File: config.mk
export PLATFORM = sky130hd
export DESIGN_NAME = spi_slave_transmitter_flat
export DESIGN_NICKNAME = d
export VERILOG_FILES = /design/src/rtl/spi_slave_transmitter_if.sv /design/src/rtl/spi_slave_transmitter.sv /design/src/flat_wrapper.sv
export SDC_FILE = /design/constraint.sdc
export NUM_CORES = 1
export LEC_CHECK = 0
export CAP_MARGIN = 20
export CORE_AREA = 3 3 104 106
export DETAILED_ROUTE_END_ITERATION = 16
export DIE_AREA = 0 0 107 109
export GPL_ROUTABILITY_DRIVEN = 0
export PLACE_DENSITY = 0.59
export SYNTH_ARGS = -nofsm -noshare
export SYNTH_HDL_FRONTEND = slang
export SYNTH_SLANG_ARGS = --single-unit
File: constraint.sdc
create_clock -name clock -period 2.4 [get_ports clock]
set_input_delay 0.6 -clock clock [delete_from_list [all_inputs] [get_ports clock]]
set_output_delay 0.6 -clock clock [all_outputs]
set_load 0.01 [all_outputs]
File: src/rtl/spi_slave_transmitter_if.sv
// Response handshake and SPI pin bundle between the SD-card SPI controller and
// spi_slave_transmitter; the transmitter uses the slave modport.
interface spi_slave_transmitter_if #(
    parameter int MAX_BYTES = 5
);
    logic                     io_SpiClk;
    logic                     io_CS;
    logic                     io_ResponseValid;
    logic                     io_ResponseReady;
    logic [8*MAX_BYTES-1:0]   io_ResponseData;
    logic [2:0]               io_ResponseLength;
    logic                     io_CardBusy;
    logic                     io_DO;
    logic                     io_Sending;
    logic                     io_Done;

    modport master (
        output io_SpiClk, io_CS, io_ResponseValid, io_ResponseData,
               io_ResponseLength, io_CardBusy,
        input  io_ResponseReady, io_DO, io_Sending, io_Done
    );

    modport slave (
        input  io_SpiClk, io_CS, io_ResponseValid, io_ResponseData,
               io_ResponseLength, io_CardBusy,
        output io_ResponseReady, io_DO, io_Sending, io_Done
    );
endinterface

File: src/rtl/spi_slave_transmitter.sv
// SD-card SPI response transmitter: Ncr 0xFF gap, then the response MSB-first on DO.
// Optional macro SPI_TX_BUSY_EN adds a BUSY state that drives zero bytes while the card is busy.
module spi_slave_transmitter #(
    parameter int NCR_BYTES = 1,
    parameter int MAX_BYTES = 5
) (
    input logic              clock,
    input logic              reset,
    spi_slave_transmitter_if.slave bus
);
    localparam int         W        = 8 * MAX_BYTES;
    localparam logic [6:0] NCR_BITS = 7'(8 * NCR_BYTES);
    localparam logic [3:0] MAX_LEN  = 4'(MAX_BYTES);

`ifdef SPI_TX_BUSY_EN
    typedef enum logic [1:0] {IDLE, NCR, SEND, BUSY} state_t;
`else
    typedef enum logic [1:0] {IDLE, NCR, SEND} state_t;
    logic unused_card_busy;
    assign unused_card_busy = bus.io_CardBusy;
`endif

    state_t         state_q, state_d;
    logic           prev_clk_q, prev_clk_d;
    logic [6:0]     cnt_q, cnt_d;
    logic [3:0]     byte_q, byte_d;
    logic [W-1:0]   shift_q, shift_d;
    logic           do_q, do_d;
    logic           done_q, done_d;

    logic           fe;
    logic           ready;
    logic           accept;
    logic           step;
    logic           finish;
    logic [2:0]     bit_idx;
    logic [3:0]     len_clamped;

    assign fe      = prev_clk_q & ~bus.io_SpiClk;
    assign ready   = (state_q == IDLE) && !done_q;
    assign accept  = bus.io_ResponseValid & ready & ~bus.io_CS;
    // The fe that leaves NCR sends the first bit of byte 0, so it acts as bit index 0.
    assign bit_idx = (state_q == SEND) ? cnt_q[2:0] : 3'd0;

    always_comb begin
        len_clamped = {1'b0, bus.io_ResponseLength};
        if (len_clamped == 4'd0) begin
            len_clamped = 4'd1;
        end else if (len_clamped > MAX_LEN) begin
            len_clamped = MAX_LEN;
        end
    end

    always_comb begin
        state_d    = state_q;
        prev_clk_d = bus.io_SpiClk;
        cnt_d      = cnt_q;
        byte_d     = byte_q;
        shift_d    = shift_q;
        do_d       = do_q;
        done_d     = 1'b0;
        step       = 1'b0;
        finish     = 1'b0;

        if (state_q != IDLE && bus.io_CS) begin
            state_d = IDLE;
            do_d    = 1'b1;
            cnt_d   = '0;
            byte_d  = '0;
            shift_d = '1;
        end else begin
            case (state_q)
                IDLE: begin
                    do_d = 1'b1;
                    if (accept) begin
                        state_d = NCR;
                        cnt_d   = '0;
                        byte_d  = len_clamped;
                        shift_d = bus.io_ResponseData;
                    end
                end
                NCR: begin
                    if (fe) begin
                        if (cnt_q == NCR_BITS) begin
                            state_d = SEND;
                            step    = 1'b1;
                        end else begin
                            cnt_d = cnt_q + 7'd1;
                        end
                    end
                end
                SEND: begin
                    if (fe) begin
                        if (byte_q == 4'd0) begin
`ifdef SPI_TX_BUSY_EN
                            if (bus.io_CardBusy) begin
                                state_d = BUSY;
                                do_d    = 1'b0;
                                cnt_d   = 7'd1;
                                shift_d = '1;
                            end else begin
                                finish = 1'b1;
                            end
`else
                            finish = 1'b1;
`endif
                        end else begin
                            step = 1'b1;
                        end
                    end
                end
`ifdef SPI_TX_BUSY_EN
                BUSY: begin
                    // Busy is only released on a byte boundary so the host sees whole zero bytes.
                    if (fe) begin
                        if (cnt_q[2:0] == 3'd0 && !bus.io_CardBusy) begin
                            finish = 1'b1;
                        end else begin
                            do_d  = 1'b0;
                            cnt_d = {4'd0, cnt_q[2:0] + 3'd1};
                        end
                    end
                end
`endif
                default: state_d = IDLE;
            endcase

            if (step) begin
                do_d    = shift_q[W-1];
                shift_d = {shift_q[W-2:0], 1'b1};
                if (bit_idx == 3'd7) begin
                    cnt_d  = '0;
                    byte_d = byte_q - 4'd1;
                end else begin
                    cnt_d = {4'd0, bit_idx + 3'd1};
                end
            end

            if (finish) begin
                state_d = IDLE;
                do_d    = 1'b1;
                done_d  = 1'b1;
                cnt_d   = '0;
                shift_d = '1;
            end
        end
    end

    always_ff @(posedge clock) begin
        if (reset) begin
            state_q    <= IDLE;
            prev_clk_q <= 1'b0;
            cnt_q      <= '0;
            byte_q     <= '0;
            shift_q    <= '1;
            do_q       <= 1'b1;
            done_q     <= 1'b0;
        end else begin
            state_q    <= state_d;
            prev_clk_q <= prev_clk_d;
            cnt_q      <= cnt_d;
            byte_q     <= byte_d;
            shift_q    <= shift_d;
            do_q       <= do_d;
            done_q     <= done_d;
        end
    end

    assign bus.io_DO            = do_q;
    assign bus.io_Done          = done_q;
    assign bus.io_ResponseReady = ready;
    assign bus.io_Sending       = (state_q != IDLE);
endmodule

File: src/flat_wrapper.sv
// flat-port wrapper written by rule: the top's interface ports become plain ports
module spi_slave_transmitter_flat 
#(
    parameter int NCR_BYTES = 1,
    parameter int MAX_BYTES = 5
)
  (clock, reset, bus_io_SpiClk, bus_io_CS, bus_io_ResponseValid, bus_io_ResponseData, bus_io_ResponseLength, bus_io_CardBusy, bus_io_ResponseReady, bus_io_DO, bus_io_Sending, bus_io_Done);
  spi_slave_transmitter_if #(.MAX_BYTES(MAX_BYTES)) bus_i ();
  input logic clock;
  input logic reset;
  input wire logic [$bits(bus_i.io_SpiClk)-1:0] bus_io_SpiClk;
  input wire logic [$bits(bus_i.io_CS)-1:0] bus_io_CS;
  input wire logic [$bits(bus_i.io_ResponseValid)-1:0] bus_io_ResponseValid;
  input wire logic [$bits(bus_i.io_ResponseData)-1:0] bus_io_ResponseData;
  input wire logic [$bits(bus_i.io_ResponseLength)-1:0] bus_io_ResponseLength;
  input wire logic [$bits(bus_i.io_CardBusy)-1:0] bus_io_CardBusy;
  output wire logic [$bits(bus_i.io_ResponseReady)-1:0] bus_io_ResponseReady;
  output wire logic [$bits(bus_i.io_DO)-1:0] bus_io_DO;
  output wire logic [$bits(bus_i.io_Sending)-1:0] bus_io_Sending;
  output wire logic [$bits(bus_i.io_Done)-1:0] bus_io_Done;
  assign bus_i.io_SpiClk = bus_io_SpiClk;
  assign bus_i.io_CS = bus_io_CS;
  assign bus_i.io_ResponseValid = bus_io_ResponseValid;
  assign bus_i.io_ResponseData = bus_io_ResponseData;
  assign bus_i.io_ResponseLength = bus_io_ResponseLength;
  assign bus_i.io_CardBusy = bus_io_CardBusy;
  assign bus_io_ResponseReady = bus_i.io_ResponseReady;
  assign bus_io_DO = bus_i.io_DO;
  assign bus_io_Sending = bus_i.io_Sending;
  assign bus_io_Done = bus_i.io_Done;
  spi_slave_transmitter #(.NCR_BYTES(NCR_BYTES), .MAX_BYTES(MAX_BYTES)) u_core (.clock(clock), .reset(reset), .bus(bus_i));
endmodule
# Word-level counts from Yosys, hierarchy flattened

Index checks and enable logic that the tools add are counted.

Add/subtract/negate cells: 3
Shift operators: 0
Reductions and logical operators: 17
Eq/ne operators: 10
Bitwise gates (word level): 6
$mul: 0
$lt $le $gt $ge: 1
Mux-type cells: 33
Div/mod/pow operators: 0

Operators by type and width:

| operator            | count |
|---|---|
| $mux 40             | 3 |
| $mux 7              | 4 |
| $mux 4              | 5 |
| $pmux 7 s2          | 1 |
| $mux 1              | 12 |
| $mux 3              | 3 |
| $reduce_and 4->1    | 2 |
| $add 7x1->7 const B | 1 |
| $eq 7x4->1 const B  | 1 |
| $mux 2              | 3 |
| $ne 2x1->1 const B  | 3 |
| $pmux 2 s3          | 1 |
| $reduce_bool 2->1   | 3 |
| $logic_not 4->1     | 1 |
| $reduce_and 2->1    | 2 |
| $reduce_or 4->1     | 1 |
| $sub 4x1->4 const B | 1 |
| $add 3x1->3 const B | 1 |
| $and 1x1->1         | 3 |
| $eq 3x3->1 const B  | 1 |
| $gt 3x3->1 const B  | 1 |
| $logic_not 3->1     | 1 |
| $ne 3x1->1 const B  | 1 |
| $ne 3x2->1 const B  | 1 |
| other kinds (11)    | 14 |

Output and inout bits: 4
Bits in registers: 56
Logic and storage cells: 78
Memory bits (read-only): 0
RAM bits: 0
Latch bits: 0
Memories kept: 0
Bits of input ports: 49

# Depth between registers and ports, before layout

Word-level depth: 8
Mapped depth: 10
Gate-level depth less buffers: 10

# Worst setup path before layout

OpenSTA, ideal clock, no wires.

Path kind: reg-to-reg
From: register u_core.state_q[0]
To: register u_core.byte_q[3]
Cell stages (with the launch flop): 11
Slack: 0.197 ns
Period minus slack after synthesis: 2.203 ns
Path buffers: 0
Required time: 2.326 ns
Library setup time: 0.074 ns
Arrival: 2.129 ns
Cells stage by stage: dfxtp_1 > inv_1 > ha_1 > inv_1 > nor2_1 > ha_1 > ha_1 > inv_1 > or4_1 > or3_1 > a31oi_1

Longest elaborated chain between the ends: 8
Elaborated cells between the ends (all ways): 17
Those cells by class: 3 x eq/ne; 7 x mux; 2 x bitwise; 5 x reduce/logical

RTL lines:

| element                  | RTL line                                                 | source |
|---|---|---|
| start, declared          | spi_slave_transmitter.sv:23                              | `state_t state_q, state_d;` |
| start signal, assigned   | spi_slave_transmitter.sv:159                             | `state_q <= state_d;` |
| $logic_not 2->1          | spi_slave_transmitter.sv:40, spi_slave_transmitter.sv:72 |  |
| $logic_and 1x1->1        | spi_slave_transmitter.sv:40                              | `assign ready = (state_q == IDLE) && !done_q;` |
| $and 1x1->1 (2 in a row) | spi_slave_transmitter.sv:41                              | `assign accept = bus.io_ResponseValid & ready & ~bus.io_CS;` |
| $mux 4                   | spi_slave_transmitter.sv:75                              | `if (accept) begin` |
| $mux 4                   | spi_slave_transmitter.sv:72                              | `case (state_q)` |
| $mux 4                   | spi_slave_transmitter.sv:131                             | `if (bit_idx == 3'd7) begin` |
| $mux 4                   | spi_slave_transmitter.sv:128                             | `if (step) begin` |
| end signal, assigned     | spi_slave_transmitter.sv:162                             | `byte_q <= byte_d;` |
| end, declared            | spi_slave_transmitter.sv:26                              | `logic [3:0] byte_q, byte_d;` |

Parallel ways exist; a longest one is shown, timed or not. The select of a mux whose other input is x is not followed.
A chain may end at the register's enable or synchronous reset.

# Worst setup path in the final report

From: register u_core.state_q[1]
To: output port bus_io_ResponseReady

Longest elaborated chain between the ends: 2

RTL lines:

| element           | RTL line                    | source |
|---|---|---|
| $logic_not 2->1   | spi_slave_transmitter.sv:40 |  |
| $logic_and 1x1->1 | spi_slave_transmitter.sv:40 |  |
| end, declared     | flat_wrapper.sv:17          | `output wire logic [$bits(bus_i.io_ResponseReady)-1:0] bus_io_ResponseReady;` |

No other way between the ends.

==> impl_metrics.yaml <==
synth:
  syn-cell-area_mm2: 0.002973
  ys_seq_area_share_pct: 37.71
  yosys_most_used_dff: "dfxtp_1"
  synth-compound-area-share_pct: 14.86
  ys_warn_count: 0
  synth_fp_nets: 458
  syn_inst: 399
  synth_top_family_by_area: "simple AND/OR/NAND/NOR gates"
  synth-xor-area-share_pct: 0.2946
  synthSimpleGateAreaFrac_pct: 35.94
  async_reset_ff_share_pct: 0
  synth-edff-count: 0
  yosys_register_bits: 56
  yosys-mux-area-fraction_pct: 1.726
  syn_avg_cell_area_um2: 7.451
  yosysUniqueCellTypes: 47
  yosys.area_share.adder_pct: 4.209
floorplan:
  die_w_um: 107
  die_h_um: 109
  ios: 53
  die_area_mm2: 0.01166
  num_rows: 36
  start_util_pct: 30.14
  core-area_mm2: 0.009864
pwr:
  power.leakage_uw: 0.001638
  power.switching_uw: 980.3
  internal_power_uw: 1983
  vdd_drop_max_mv: 0.2818
  power.density_mw_per_mm2: 762.1
  swShare_pct: 33.08
  p_seq_share_pct: 39.5
  p_comb_share_pct: 39.0
  pwr-share-clk_pct: 21.4
sta:
  hold_viol: 0
  worst_pin_slew_ns: 0.3938
  fmax_ghz: 0.4332
  skew_ns: 0.01437
  rsz0062_at_grt: "true"
  setup_violations: 0
  post-route-min-period_ns: 2.309
  max_slew_margin_pct: 73.63
  drv_slew: 0
  timing.final.crit_share_pct: 96.19
clock_network:
  clk_pin_slew_worst_paths_ns: 0.11
  numCtsBuffers: 5
  clk_latency_ns: 0.31
  cts_setup_buffers: 0
  h-tree-depth: 2
  cts-root-buf: "clkbuf_8"
  cts.hold.buffers_added: 0
  cts_tree: "built"
  clock_sinks: 56
  cts_buffer_depth: 2
global_routing:
  track_usage_pct: 12.33
  first_global_vias: 2563
  overflow: 0
  grt_pass1_wl_um: 11850
  antenna_found_initial: 0
  grt_max_degree: 36
final_layout:
  utilization_pct: 39.42
  nets: 508
  ff_latch_area_mm2: 0.001122
  design_area_mm2: 0.003889
  multiInputGateArea_mm2: 0.001735
  area_delta_synth_final_pct: 30.81
  fill_cells: 1019
  antenna_cells: 0
  layout-drive-gt1-share_pct: 10.44
  final_cell_count_no_fill: 583
worst_hold_path:
  hold_path_end: "u_core.shift_q[0]$_SDFFE_PP1P_"
  hold_depth: 2
  min-delay-start: "u_core.shift_q[0]$_SDFFE_PP1P_"
  worstHoldPathType: "reg2reg"
place:
  hpwl_um: 5005
  port-buffer-count: 51
  dpl_cell_area_mm2: 0.003749
  dp.cells: 575
drt:
  vias: 2817
  antenna_left: 0
  drc_errors: 0
  wl_um: 7140
  dr.pass1.iters: 4
  drtIter0Drc: 123
  wl_per_cell_um: 12.25
  via_per_inst: 4.832
setup_path:
  worstSetupPathType: "reg2out"
  crit_chain: "inv_2, ha_4, nor2b_1, clkdlybuf4s50_1"
  worst_path_dominant_cell_family: "buffers and inverters"
  timing.rr.end: "u_core.byte_q[3]$_SDFF_PP0_"
  r2r_slack_ns: 0.14
  cpPeakStageDelay_ns: 0.55
  arrival_ns: 1.71
  critPathBufInv: 2
  start_kind: "flip-flop"
  end_kind: "output port"
  cp.required_ns: 1.80
  cpMaxStageDelayCell: "clkdlybuf4s50_1"
  worstRegToRegCells: 10
  timing.rr.start: "u_core.state_q[0]$_SDFFE_PP0P_"
  path_max_fanout: 9
status:
  status: "completed"
flow_run:
  cap_violations: 0
-- how the worst max path moves through the flow --
stage | start | to | slack [ns] | cells past startpoint
floorplan | u_core.state_q[0]$_SDFFE_PP0P_ | u_core.byte_q[3]$_SDFF_PP0_ | 0.20 | 10
global placement | bus_io_CS | u_core.cnt_q[5]$_SDFFE_PP0P_ | 0.01 | 7
detailed placement | bus_io_SpiClk | u_core.cnt_q[5]$_SDFFE_PP0P_ | -0.02 | 5
CTS | u_core.state_q[0]$_SDFFE_PP0P_ | u_core.byte_q[3]$_SDFF_PP0_ | 0.02 | 10
global route | u_core.state_q[1]$_SDFFE_PP0P_ | bus_io_ResponseReady | -0.02 | 4
finish | u_core.state_q[1]$_SDFFE_PP0P_ | bus_io_ResponseReady | 0.09 | 4
-- metrics by stage --
| step | setup TNS (ns) | worst slack, ns | power [uW] | hold WS [ns] |
|---|---|---|---|---|
| floorplan | 0 | 0.1971 | 1943 | 0.4511 |
| global placement | 0 | 0.01162 | 2293 | 0.4610 |
| detailed placement | -0.04877 | -0.02371 | 2320 | 0.4742 |
| CTS | 0 | 0.02053 | 2987 | 0.5005 |
| global route | -0.01990 | -0.01990 | 3185 | 0.5354 |
| finish | 0 | 0.09146 | 2964 | 0.4970 |
-- metal layers --
metal  track usage, %  wire length (um)  share of wire [%]  vias up
met5                0                 0                  0        -
met4            4.018                99                1.4        0
met3            2.427               295                4.1       10
met2            20.64              3399                 48       60
met1            16.00              3346                 47     1296
li1                 -                 -                  -     1451
-- logic make-up after synthesis --
| family | after synthesis |
|---|---|
| mux | 5 |
| xor+xnor | 1 |
| buf+inv | 37 |
| flops | 56 |
| simple gates | 219 |
| fa+ha+maj | 10 |
| compound gates | 71 |
-- registers in the layout, indices dropped and copies added, names as in the netlist --
name and flops:
u_core.bus.io_DO 1, u_core.bus.io_Done 1, u_core.byte_q 4, u_core.cnt_q 7, u_core.prev_clk_q 1, u_core.shift_q 40
u_core.state_q 2
-- power by group through the flow --
| stage | clock [uW] | sequential [uW] | combinational (uW) |
|---|---|---|---|
| after floorplan | 0 | 1170 | 775 |
| after global placement | 0 | 1180 | 1110 |
| after detailed placement | 0 | 1190 | 1130 |
| after CTS | 659 | 1170 | 1160 |
| after global routing | 687 | 1190 | 1300 |
| final | 635 | 1170 | 1160 |
-- layout by cell type, fill, tap and decap left out, types with 7 or more instances in the layout --
master           instances
buf_4                   14
dfxtp_1                 55
clkdlybuf4s50_1         51
and3_1                  40
o21ai_0                 26
inv_1                    8
ha_1                     7
nand2_1                 90
nor2_1                  49
nand3_1                  7
o21ai_1                 16
-- repair_timing --
item                       4_1_cts  5_1_grt
setup endpoints to repair        1        2
resized for setup                3        5
cloned                           0        0
hold endpoints to repair         0        0
-- synthesized netlist by cell type (3+ instances only) --
cell / instances / area share, %
and3b_1: 3 / 0.88
mux2i_1: 4 / 1.3
o22ai_1: 4 / 0.84
nand3_1: 7 / 1.2
o21ai_0: 26 / 4.4
nor2_1: 49 / 6.2
a31oi_1: 6 / 1.3
nand2_1: 90 / 11
ha_1: 10 / 4.2
or3_1: 6 / 1.3
dfxtp_1: 56 / 38
o21ai_1: 16 / 2.7
inv_1: 10 / 1.3
clkbuf_1: 17 / 2.1
buf_2: 8 / 1.3
and3_1: 40 / 8.4
nor3b_1: 3 / 0.76
a21oi_1: 4 / 0.67
or2_2: 3 / 0.63
nor2b_1: 5 / 1.1
-- tightest hold or removal path: cells and delay by family, from the launching register on --
family	cells	cell delay [ns]
flops	1	0.34
simple gates	2	0.13
-- final cells by class --
type	count	share of cell area, %
clock buffer	6	1.866
multi-input combinational	306	44.63
inverter	10	0.9653
sequential	56	28.86
timing repair buffer	70	18.40
tap	133	4.279
clock inverter	2	0.9974
(Power assumes the default switching activity.)
